## config.mk

```make
export PLATFORM = sky130hd
export DESIGN_NAME = conv_loop_iter
export DESIGN_NICKNAME = d
export VERILOG_FILES = /design/src/rtl/conv_loop_iter.sv
export SDC_FILE = /design/constraint.sdc
export NUM_CORES = 1
export LEC_CHECK = 0
export BUFFER_PORTS_ARGS = -buffer_cell sky130_fd_sc_hd__clkbuf_2
export CORE_MARGIN = 2
export CORE_UTILIZATION = 42
export DETAILED_ROUTE_END_ITERATION = 12
export PLACE_DENSITY = 0.66
export SYNTH_ARGS = -nofsm -noshare
export SYNTH_HDL_FRONTEND = slang
export SYNTH_SLANG_ARGS = --single-unit
```

## constraint.sdc

```tcl
create_clock -name clock -period 2.6 [get_ports clock]
set_input_delay 0.52 -clock clock [delete_from_list [all_inputs] [get_ports clock]]
set_output_delay 0.52 -clock clock [all_outputs]
set_load 0.005 [all_outputs]
```

## src/rtl/conv_loop_iter.sv

```systemverilog
// Loop-nest sequencer for one convolution layer: walks (m,r,c,n,i,j) one MAC term per
// consumed cycle, with start/done handshake, stall hold and per-pixel first/last flags.
module conv_loop_iter #(
  parameter int K        = 5,
  parameter int OUT_SIZE = 28,
  parameter int OUT_CH   = 6,
  parameter int IN_CH    = 1,
  parameter int N_STEP   = 4
) (
  input  logic       clock,
  input  logic       reset,
  input  logic       start,
  input  logic       stall,
  output logic [7:0] m,
  output logic [7:0] r,
  output logic [7:0] c,
  output logic [7:0] n,
  output logic [3:0] i,
  output logic [3:0] j,
  output logic       valid,
  output logic       pix_first,
  output logic       pix_last,
  output logic       busy,
  output logic       done
);

  localparam logic [3:0] IJ_MAX = 4'(K - 1);
  localparam logic [7:0] RC_MAX = 8'(OUT_SIZE - 1);
  localparam logic [7:0] M_MAX  = 8'(OUT_CH - 1);
  localparam logic [7:0] N_MAX  = 8'((IN_CH - 1) * N_STEP);
  localparam logic [7:0] N_INC  = 8'(N_STEP);
  // With one input channel and a 1x1 kernel the very first term also closes its pixel.
  localparam logic FIRST_IS_LAST = (N_MAX == 8'd0) && (IJ_MAX == 4'd0);

  typedef enum logic [1:0] {IDLE, RUN, DONE} state_t;
  state_t state;

  logic       j_wrap, i_wrap, n_wrap, c_wrap, r_wrap, m_wrap, last_tuple;
  logic [7:0] m_next, r_next, c_next, n_next;
  logic [3:0] i_next, j_next;
  logic       first_next, last_next;

  // Ripple-carry odometer: each field wraps at its maximum and carries outward.
  always_comb begin
    j_wrap = (j == IJ_MAX);
    i_wrap = (i == IJ_MAX);
    n_wrap = (n == N_MAX);
    c_wrap = (c == RC_MAX);
    r_wrap = (r == RC_MAX);
    m_wrap = (m == M_MAX);
    last_tuple = j_wrap && i_wrap && n_wrap && c_wrap && r_wrap && m_wrap;

    j_next = j_wrap ? 4'd0 : j + 4'd1;
    i_next = i;
    n_next = n;
    c_next = c;
    r_next = r;
    m_next = m;
    if (j_wrap) begin
      i_next = i_wrap ? 4'd0 : i + 4'd1;
      if (i_wrap) begin
        n_next = n_wrap ? 8'd0 : n + N_INC;
        if (n_wrap) begin
          c_next = c_wrap ? 8'd0 : c + 8'd1;
          if (c_wrap) begin
            r_next = r_wrap ? 8'd0 : r + 8'd1;
            if (r_wrap) begin
              m_next = m_wrap ? 8'd0 : m + 8'd1;
            end
          end
        end
      end
    end

    first_next = (n_next == 8'd0) && (i_next == 4'd0) && (j_next == 4'd0);
    last_next  = (n_next == N_MAX) && (i_next == IJ_MAX) && (j_next == IJ_MAX);
  end

  always_ff @(posedge clock or posedge reset) begin
    if (reset) begin
      state     <= IDLE;
      m         <= '0;
      r         <= '0;
      c         <= '0;
      n         <= '0;
      i         <= '0;
      j         <= '0;
      valid     <= 1'b0;
      pix_first <= 1'b0;
      pix_last  <= 1'b0;
      busy      <= 1'b0;
      done      <= 1'b0;
    end else begin
      case (state)
        IDLE: begin
          if (start) begin
            state     <= RUN;
            valid     <= 1'b1;
            busy      <= 1'b1;
            pix_first <= 1'b1;
            pix_last  <= FIRST_IS_LAST;
          end
        end
        RUN: begin
          if (!stall) begin
            if (last_tuple) begin
              state     <= DONE;
              m         <= '0;
              r         <= '0;
              c         <= '0;
              n         <= '0;
              i         <= '0;
              j         <= '0;
              valid     <= 1'b0;
              pix_first <= 1'b0;
              pix_last  <= 1'b0;
              done      <= 1'b1;
            end else begin
              m         <= m_next;
              r         <= r_next;
              c         <= c_next;
              n         <= n_next;
              i         <= i_next;
              j         <= j_next;
              pix_first <= first_next;
              pix_last  <= last_next;
            end
          end
        end
        DONE: begin
          state <= IDLE;
          done  <= 1'b0;
          busy  <= 1'b0;
        end
        default: state <= IDLE;
      endcase
    end
  end

endmodule

```

==> results.txt, run 1 <==
The final routed wirelength across all metal layers is 6.08 mm, and the footprint of the multi-input gates is 1360 sq um. The first global-routing pass estimated 10.1 mm of wire. Based on the critical path, the design can be clocked at up to 0.423 GHz. The areal power density over the cells was 616 nW/um^2. Setup repair after global routing left no endpoint under its margin. Post-route DRC violation count: 0.

For this design the total switching power over the nets is 671 uW. Once placement completed, the tool counted placed cells totaling 404. The worst-case IR drop observed on VDD is 0.356 mV. Clock-pin slew was measured on the worst setup and hold paths at 0.09 ns. The critical path starts at n[7]. The H-tree depth is 2, and the part of the power in combinational logic is 0.287.

The tools report the number of antenna violations at the first check in global routing as 0. For the pin with the worst max-slew slack, the measured transition is 0.601 ns. For the synthesized netlist cell count, the log shows 274.

Once detail routing completed, the nets flagged for antenna violations numbered 0. The total internal power is 1250 uW, and the sequential power share is 0.476. The tools report the routability-driven placement congestion ratio as 0.807. Summed over all cells, the static leakage comes to 0.00155 uW.

The area of the die was 6850 sq um. The post-layout utilization of the core is 0.523. Summed over all nets, the half-perimeter wirelength after detailed placement is 4.49 mm. The run gives 0 ns as the total negative slack. The first detailed-routing pass ran for 4 iterations. The tools report the final hold violation count as 0.

The tools report the DRC violation total after the first TritonRoute iteration as 227. Site row count: 28. The die width came out at 82.7 um. By area the synthesized netlist is led by sky130_fd_sc_hd__dfrtp_1, sky130_fd_sc_hd__ha_1, sky130_fd_sc_hd__nand3_1, sky130_fd_sc_hd__o21ai_0, sky130_fd_sc_hd__nand2_1. The starting density of the core was 0.437. The min-delay analysis places its worst path in the category in -> async. The number of max-capacitance violations reported came out at 0.

The part of the Yosys area used for sequential elements is 0.452, and the share of cells above drive strength 1 is 0.263. The clock passes through at most 2 buffers. Of all nets on the critical path, the largest fanout is 8. The run gives 0 as the diode insertion count for antenna repair. The worst register-to-register path begins at n[7].

Averaged over all synthesized cells, the footprint is 9.50 sq um. At the later pin of the worst-skew pair, clock insertion delay measures 0.30 ns. Data arrives at the worst endpoint at 2.56 ns.

After synthesis, the netlist uses 46 different library cells. The total overflow left after global routing is 0. TritonCTS built the clock tree. The flow ran to the end, and the final reports show no timing, DRC or antenna violations. After floorplanning, the core was sized to cover 5960 sq um.

The most used flip-flop cell after synthesis was sky130_fd_sc_hd__dfrtp_1. Synthesis produced a netlist with a net count of 288. The worst path needs 2.37 ns of the cycle, external delays included. For this run, the number of standard cells in the final layout without fillers is 413. The proportion of total power due to net switching was 0.350; the via count of the routed design was 2318. Leading area contributor after synthesis: sky130_fd_sc_hd__dfrtp_1. For the count of nets after finishing, the log shows 352. Clock tree synthesis selected as its root buffer the cell sky130_fd_sc_hd__clkbuf_8. The flop and latch count out of synthesis came out at 47.

STA classifies the critical path startpoint as a flip-flop. Buffers inserted during clock tree synthesis total 5. The number of warnings issued by yosys is 0, and the detailed-route wire length per cell is 14.7 um. The share of flip-flops with an asynchronous set or reset after synthesis was 1.00. The final period utilization was 0.910.

The number of inserted filler cells in the final layout was 582. At the placement stage, the worst setup path has a slack of 0.199 ns. The tools report the proportion of power drawn by the clock network as 0.237. The least setup slack across all paths after layout is 0.235 ns, and the average vias per placed instance is 5.61. The total count of max-transition violations in the final report came out at 0. Clock skew on the completed layout was measured at 0.00794 ns. The tools report the required time at the endpoint of the critical path as 2.80 ns. For the via count of the first global-routing pass, the log shows 2105. The logs give 0.599 for the tightest slew margin relative to the limit and 48 for the pin count of the biggest net entering global routing. The critical path is of the reg -> reg type.

The fraction of post-synthesis cell area in the top cell type by area was 0.452. Port buffering added 48 buffers. The capturing element type of the critical path was a flip-flop. Yosys mapped a number of flops with a built-in enable equal to 0.

The total global-route track usage was 0.196; the area of all sequential standard cells was 1180 sq um. The number of setup violations in the final report is 0, and the cell area after synthesis is 2600 sq um. The height of the die was 82.7 um.

From synthesis to final layout, the design area changed by 19.6%. The clock net in this run drives a total of 47 sinks. During I/O placement, the number of pins put on the boundary was 49.
## cell type report
type / instances / share of cell area
clock inverters: 1 / 0.00161
clock buffers: 6 / 0.0265
well taps: 75 / 0.0301
repair buffers: 63 / 0.113
flip-flops and latches: 47 / 0.378
inverters: 12 / 0.0145
multi-input cells: 209 / 0.436
## flip-flops by register name (all words and copies together), names as in the netlist
| name | count |
|---|---|
| busy | 1 |
| c | 8 |
| done | 1 |
| i | 4 |
| j | 4 |
| m | 8 |
| n | 8 |
| pix_first | 1 |
| pix_last | 1 |
| r | 8 |
| state | 2 |
| valid | 1 |
## synthesized netlist by cell type, types with 2 or more instances
library cell	number
sky130_fd_sc_hd__dfrtp_1	47
sky130_fd_sc_hd__nor3_2	2
sky130_fd_sc_hd__clkbuf_1	4
sky130_fd_sc_hd__ha_1	10
sky130_fd_sc_hd__xor2_1	12
sky130_fd_sc_hd__o22ai_1	2
sky130_fd_sc_hd__o31ai_1	3
sky130_fd_sc_hd__o21ai_0	22
sky130_fd_sc_hd__o41ai_1	2
sky130_fd_sc_hd__a21o_1	3
sky130_fd_sc_hd__xnor2_1	4
sky130_fd_sc_hd__nor4b_4	2
sky130_fd_sc_hd__nand4_1	12
sky130_fd_sc_hd__nand3_2	2
sky130_fd_sc_hd__nand4b_1	2
sky130_fd_sc_hd__nand3_1	22
sky130_fd_sc_hd__a31oi_1	6
sky130_fd_sc_hd__mux2_2	4
sky130_fd_sc_hd__nand2b_1	4
sky130_fd_sc_hd__inv_1	12
sky130_fd_sc_hd__and3_1	4
sky130_fd_sc_hd__nand2_1	29
sky130_fd_sc_hd__nor3_1	4
sky130_fd_sc_hd__or3_1	4
sky130_fd_sc_hd__nor2_1	24
sky130_fd_sc_hd__nor4_1	4
sky130_fd_sc_hd__buf_2	2
sky130_fd_sc_hd__a21oi_1	8
## metal layers
layer / global-route usage / up-vias / routed length (um)
li1: - / 1121 / -
met1: 0.289 / 1127 / 2960
met2: 0.285 / 66 / 2730
met3: 0.0391 / 4 / 309
met4: 0.0672 / 0 / 78
met5: 0 / - / 0
## layout by cell type, fill, tap and decap left out, drive strengths merged, types with 6 or more instances in the layout
| master | n |
|---|---|
| clkbuf | 54 |
| dfrtp | 47 |
| nand2 | 29 |
| nor2 | 24 |
| nand3 | 24 |
| o21ai | 22 |
| buf | 15 |
| nand4 | 13 |
| xor2 | 12 |
| inv | 12 |
| ha | 10 |
| a21oi | 8 |
| nor3 | 7 |
| a31oi | 6 |
## per-stage QoR
| stage | hold slack [ns] | cell area, sq um | power, uW |
|---|---|---|---|
| 6_report | 0.356 | 3110 | 1920 |
| 5_1_grt | 0.418 | 3110 | 2050 |
| 4_1_cts | 0.376 | 3100 | 1930 |
| 3_5_place_dp | 0.480 | 3010 | 1470 |
| 3_3_place_gp | 0.470 | 3010 | 1460 |
| 2_1_floorplan | 0.474 | 2600 | 1260 |
## repair_timing
item,in CTS,in global routing
gates resized for setup,0,0
buffers inserted,0,2
endpoints found under the setup margin,0,3
hold buffers,0,0
## worst paths after layout
check                             to  slack [ns]  depth (start not counted)
max                             r[6]        0.23                          5
min                        pix_first        0.36                          3
max reg2reg                     r[6]        0.23                          5
min reg2reg                     m[7]        0.50                          1
max in group asynchronous       r[7]        1.85                          3
min in group clock              m[7]        0.50                          1
## critical path: stages, from the launching register on
cell                      delay (ns)
sky130_fd_sc_hd__dfrtp_1        0.47
sky130_fd_sc_hd__or4_4          0.57
sky130_fd_sc_hd__nor4b_4        0.43
sky130_fd_sc_hd__nand4_1        0.21
sky130_fd_sc_hd__nor3_1         0.23
sky130_fd_sc_hd__mux2_2         0.35
## power groups by stage
| stage | Combinational (uW) | Clock (uW) | Sequential, uW |
|---|---|---|---|
| after floorplan | 355 | 0 | 906 |
| after global routing | 627 | 497 | 929 |
| final | 551 | 455 | 912 |
| after CTS | 553 | 471 | 910 |
| after global placement | 539 | 0 | 921 |
| after detailed placement | 548 | 0 | 923 |
## kinds of logic after synthesis
group,synth area share
fa+ha+maj,0.0481
flops,0.452
compound gates,0.113
xor+xnor,0.0538
simple gates,0.289
mux,0.0173
buf+inv,0.0269
No activity file was read; power rests on OpenSTA's default activity.
==> inputs of run 2 (changes only) <==
- PLACE_DENSITY: 0.66 -> 0.69
- clock period: 2.6 -> 2.1 ns (I/O delays scaled with it)
==> run 2 against run 1 <==
  * The flow now finishes with violations (negative setup slack)
  * Power increased by 52%
  * Global-route usage increased by 1.9 points
  * First-iteration DRC count decreased by 2.2%
  * Critical path depth increased by 3
  * Worst setup slack got worse by 0.24 ns
  * Cell count increased by 13%
  * Flip-flop and latch count unchanged
  * Die area unchanged
  * Register-to-register slack got worse by 0.24 ns
  * Sequential power increased by 18%
  * Combinational power increased by 87%
  * Wire length increased by 17%
  * Largest power group unchanged
==> results.txt, run 2 (same netlist as run 1, synthesis figures left out) <==
The global-route wire length before repair came out at 11.1 mm. Endpoint of the lowest-slack register-to-register path: m[6]. The tools report the net switching power figure as 946 uW. The top-level I/O count came out at 49. In the layout the commonest cells are sky130_fd_sc_hd__buf_4, sky130_fd_sc_hd__clkbuf_2, sky130_fd_sc_hd__dfrtp_1. The first TritonRoute pass finished after 4 iterations. Measured along the y axis, the die boundary spans 82.7 um.

At the end of routability-driven placement, the weighted congestion stood at 0.844. The tightest hold path in the finished design has a slack of 0.238 ns. Summing all flip-flop and latch instances after layout gives 1180 sq um. The worst setup path startpoint is r[1]. The least setup slack across all paths after layout is -0.00484 ns, and the proportion of total power due to net switching is 0.325. In this run the tool buffered the top-level ports with 48 buffer cells. The final period utilization is 1.00, and the worst voltage drop across the vdd grid is 0.627 mV.

The placed cell count was 447. The region available for standard cell placement spans 5960 sq um. Growth of design area from synthesis to finish: 42.9%.

In this run, post-CTS hold repair placed 0 buffers. The most common library cell in the layout ignoring fill and taps is sky130_fd_sc_hd__buf_4. The clock-pin slew reported for the worst setup and hold paths after clock tree synthesis was 0.09 ns; the tightest slew margin relative to the limit was 0.599.

After detailed routing, the total wire length is 7.12 mm. Traced cell by cell, the critical path runs through ha_2, or4b_4, nor3_4, nor4b_4, buf_4, buf_6, nand4_1, xnor2_1. The logs give 0 for the number of antenna violations at the first check in global routing and 2920 uW for the total power.

Broken down by cell family, the worst path's largest delay share belongs to simple AND/OR/NAND/NOR gates. Dividing the detail-routed wire length by the instance count gives 15.3 um. The initialized floorplan defines 28 standard-cell rows.

The worst setup path is launched from a flip-flop. Power spread over the standard cell area amounts to 784 nW/um^2. The routed layout has 2513 vias. The maximum frequency from static timing analysis is 0.475 GHz.

TritonCTS built the clock tree. The part of the power in combinational logic was 0.354; the post-route clock skew was 0.00786 ns. The total count of max-transition violations in the final report is 0, and the area of the die is 6850 sq um. The path length in cells of the critical path came out at 8.

The tools report the launching point of the worst reg2reg path as r[1]. The measured slew at the worst slew-check pin is 0.602 ns, and the diode insertion count for antenna repair is 0. The root buffer cell chosen for the clock tree is sky130_fd_sc_hd__clkbuf_8.

The tools report the number of setup violations in the final report as 3. Pin count of the biggest net entering global routing: 48. The min-delay analysis places its worst path in the category in -> async.

After filler insertion, the fill cell instance count of the layout stands at 491. The longest clock path from root to sink contains 2 buffers. For the proportion of power drawn by the clock network, the log shows 0.275. Leaving out filler cells and counting taps, the final layout contains 466.

The total global-route track usage came out at 0.215. The worst reg-to-reg path cell count is 8, and the total buffers and inverters traversed by the critical path is 2. The minimum clock period after layout works out to 2.10 ns.

The slowest stage of the critical path belongs to the cell sky130_fd_sc_hd__or4b_4. The clock buffer count from CTS is 5, and the total half-perimeter wirelength after legalization and detailed placement is 4.88 mm. Setup repair after global routing could not meet its margin everywhere.

The H-tree was split into 2 levels. For the worst setup path, the data arrival time is 2.30 ns. The tools report the capturing instance or port of the critical path as m[6]. STA puts the critical path data required time at 2.30 ns. Clock latency on the worst-skew pair: 0.31 ns. The largest single stage delay on the critical path is 0.47 ns. The sequential power share was 0.370. In this run the worst path has a maximum fanout of 4.

Average vias per placed instance: 5.39. The tools report the minimum setup slack among reg-to-reg paths as -0.005 ns. The final reports fail on negative setup slack.

The run gives 2349 as the via count of the first global-routing pass. The total internal power was 1970 uW. Counting every sink on the clock net gives 47.

Measured along the x axis, the die boundary spans 82.7 um. In the routed design, unresolved DRC markers number 0. The critical path is of the reg -> reg type.

For this run the aggregate overflow at the end of global routing stands at 0. The multi-input combinational cells in the finished layout cover a total of 1520 sq um. The starting density of the core came out at 0.437.

The flow ran to the end, but the final reports show violations. STA classifies the critical path endpoint as a flip-flop. In the final design database the tool counted 404 nets. Share of cells above drive strength 1: 0.425. The antenna violation net count after detailed routing is 0. The tool flagged a number of max-cap violations equal to 0. The final hold violation count came out at 0. In this run the static leakage power is 0.00186 uW. The detailed router finished its first iteration with 222 violations.
==> run 2: cell count changes in the layout (fill, tap and decap cells not counted), sizes merged <==
cell	previous run	this run
clkinv	1	0
buf	15	67
bufinv	0	2
==> run 2: worst min-delay path by stage <==
stage	end	slack (ns)	cells after the start
after CTS	j[1]	0.26	3
final	busy	0.24	3
after detailed placement	done	0.48	1
after global routing	j[1]	0.31	3
after floorplan	done	0.47	1
after global placement	done	0.47	1
==> run 2: final cells by class <==
cell class	count	area share
sequential	47	0.316
clock inverter	2	0.0161
clock buffer	6	0.0195
tap	75	0.0252
inverter	12	0.0121
multi-input combinational	209	0.408
timing repair buffer	115	0.203
==> run 2: timing repair <==
item | 4_1_cts | 5_1_grt
gates resized for setup | 8 | 34
pin swaps | 7 | 18
setup endpoints to repair | 5 | 26
gates cloned | 0 | 0
buffers inserted | 3 | 9
==> run 2: metal layers <==
layer  vias to the layer above  global-route usage  share of wire
li1                       1219                   -              -
met1                      1215               0.289           0.44
met2                        64               0.338           0.50
met3                        15              0.0283          0.038
met4                         0               0.115          0.021
met5                         -                   0              0
==> run 2: tightest hold or removal path, delay by kind of cell <==
family                 cells  cell delay [ns]
buffers and inverters      3             0.59
==> run 2: power by group through the flow <==
stage	combinational, uW	sequential, uW	clock, uW
floorplan	440	1120	0
global placement	895	1080	0
detailed placement	913	1080	0
CTS	925	1070	820
global route	1150	1090	849
finish	1030	1080	803
==> run 2: metrics by stage <==
step	util	setup WS [ns]	setup TNS, ns	instance area, sq um
after floorplan	-	-0.0647	-0.274	2600
after global placement	0.560	-0.00653	-0.00653	3330
after detailed placement	0.560	-0.0662	-0.0994	3330
after CTS	0.592	-0.0255	-0.0803	3530
after global routing	0.625	-0.144	-0.925	3720
final	0.625	-0.00484	-0.00900	3720
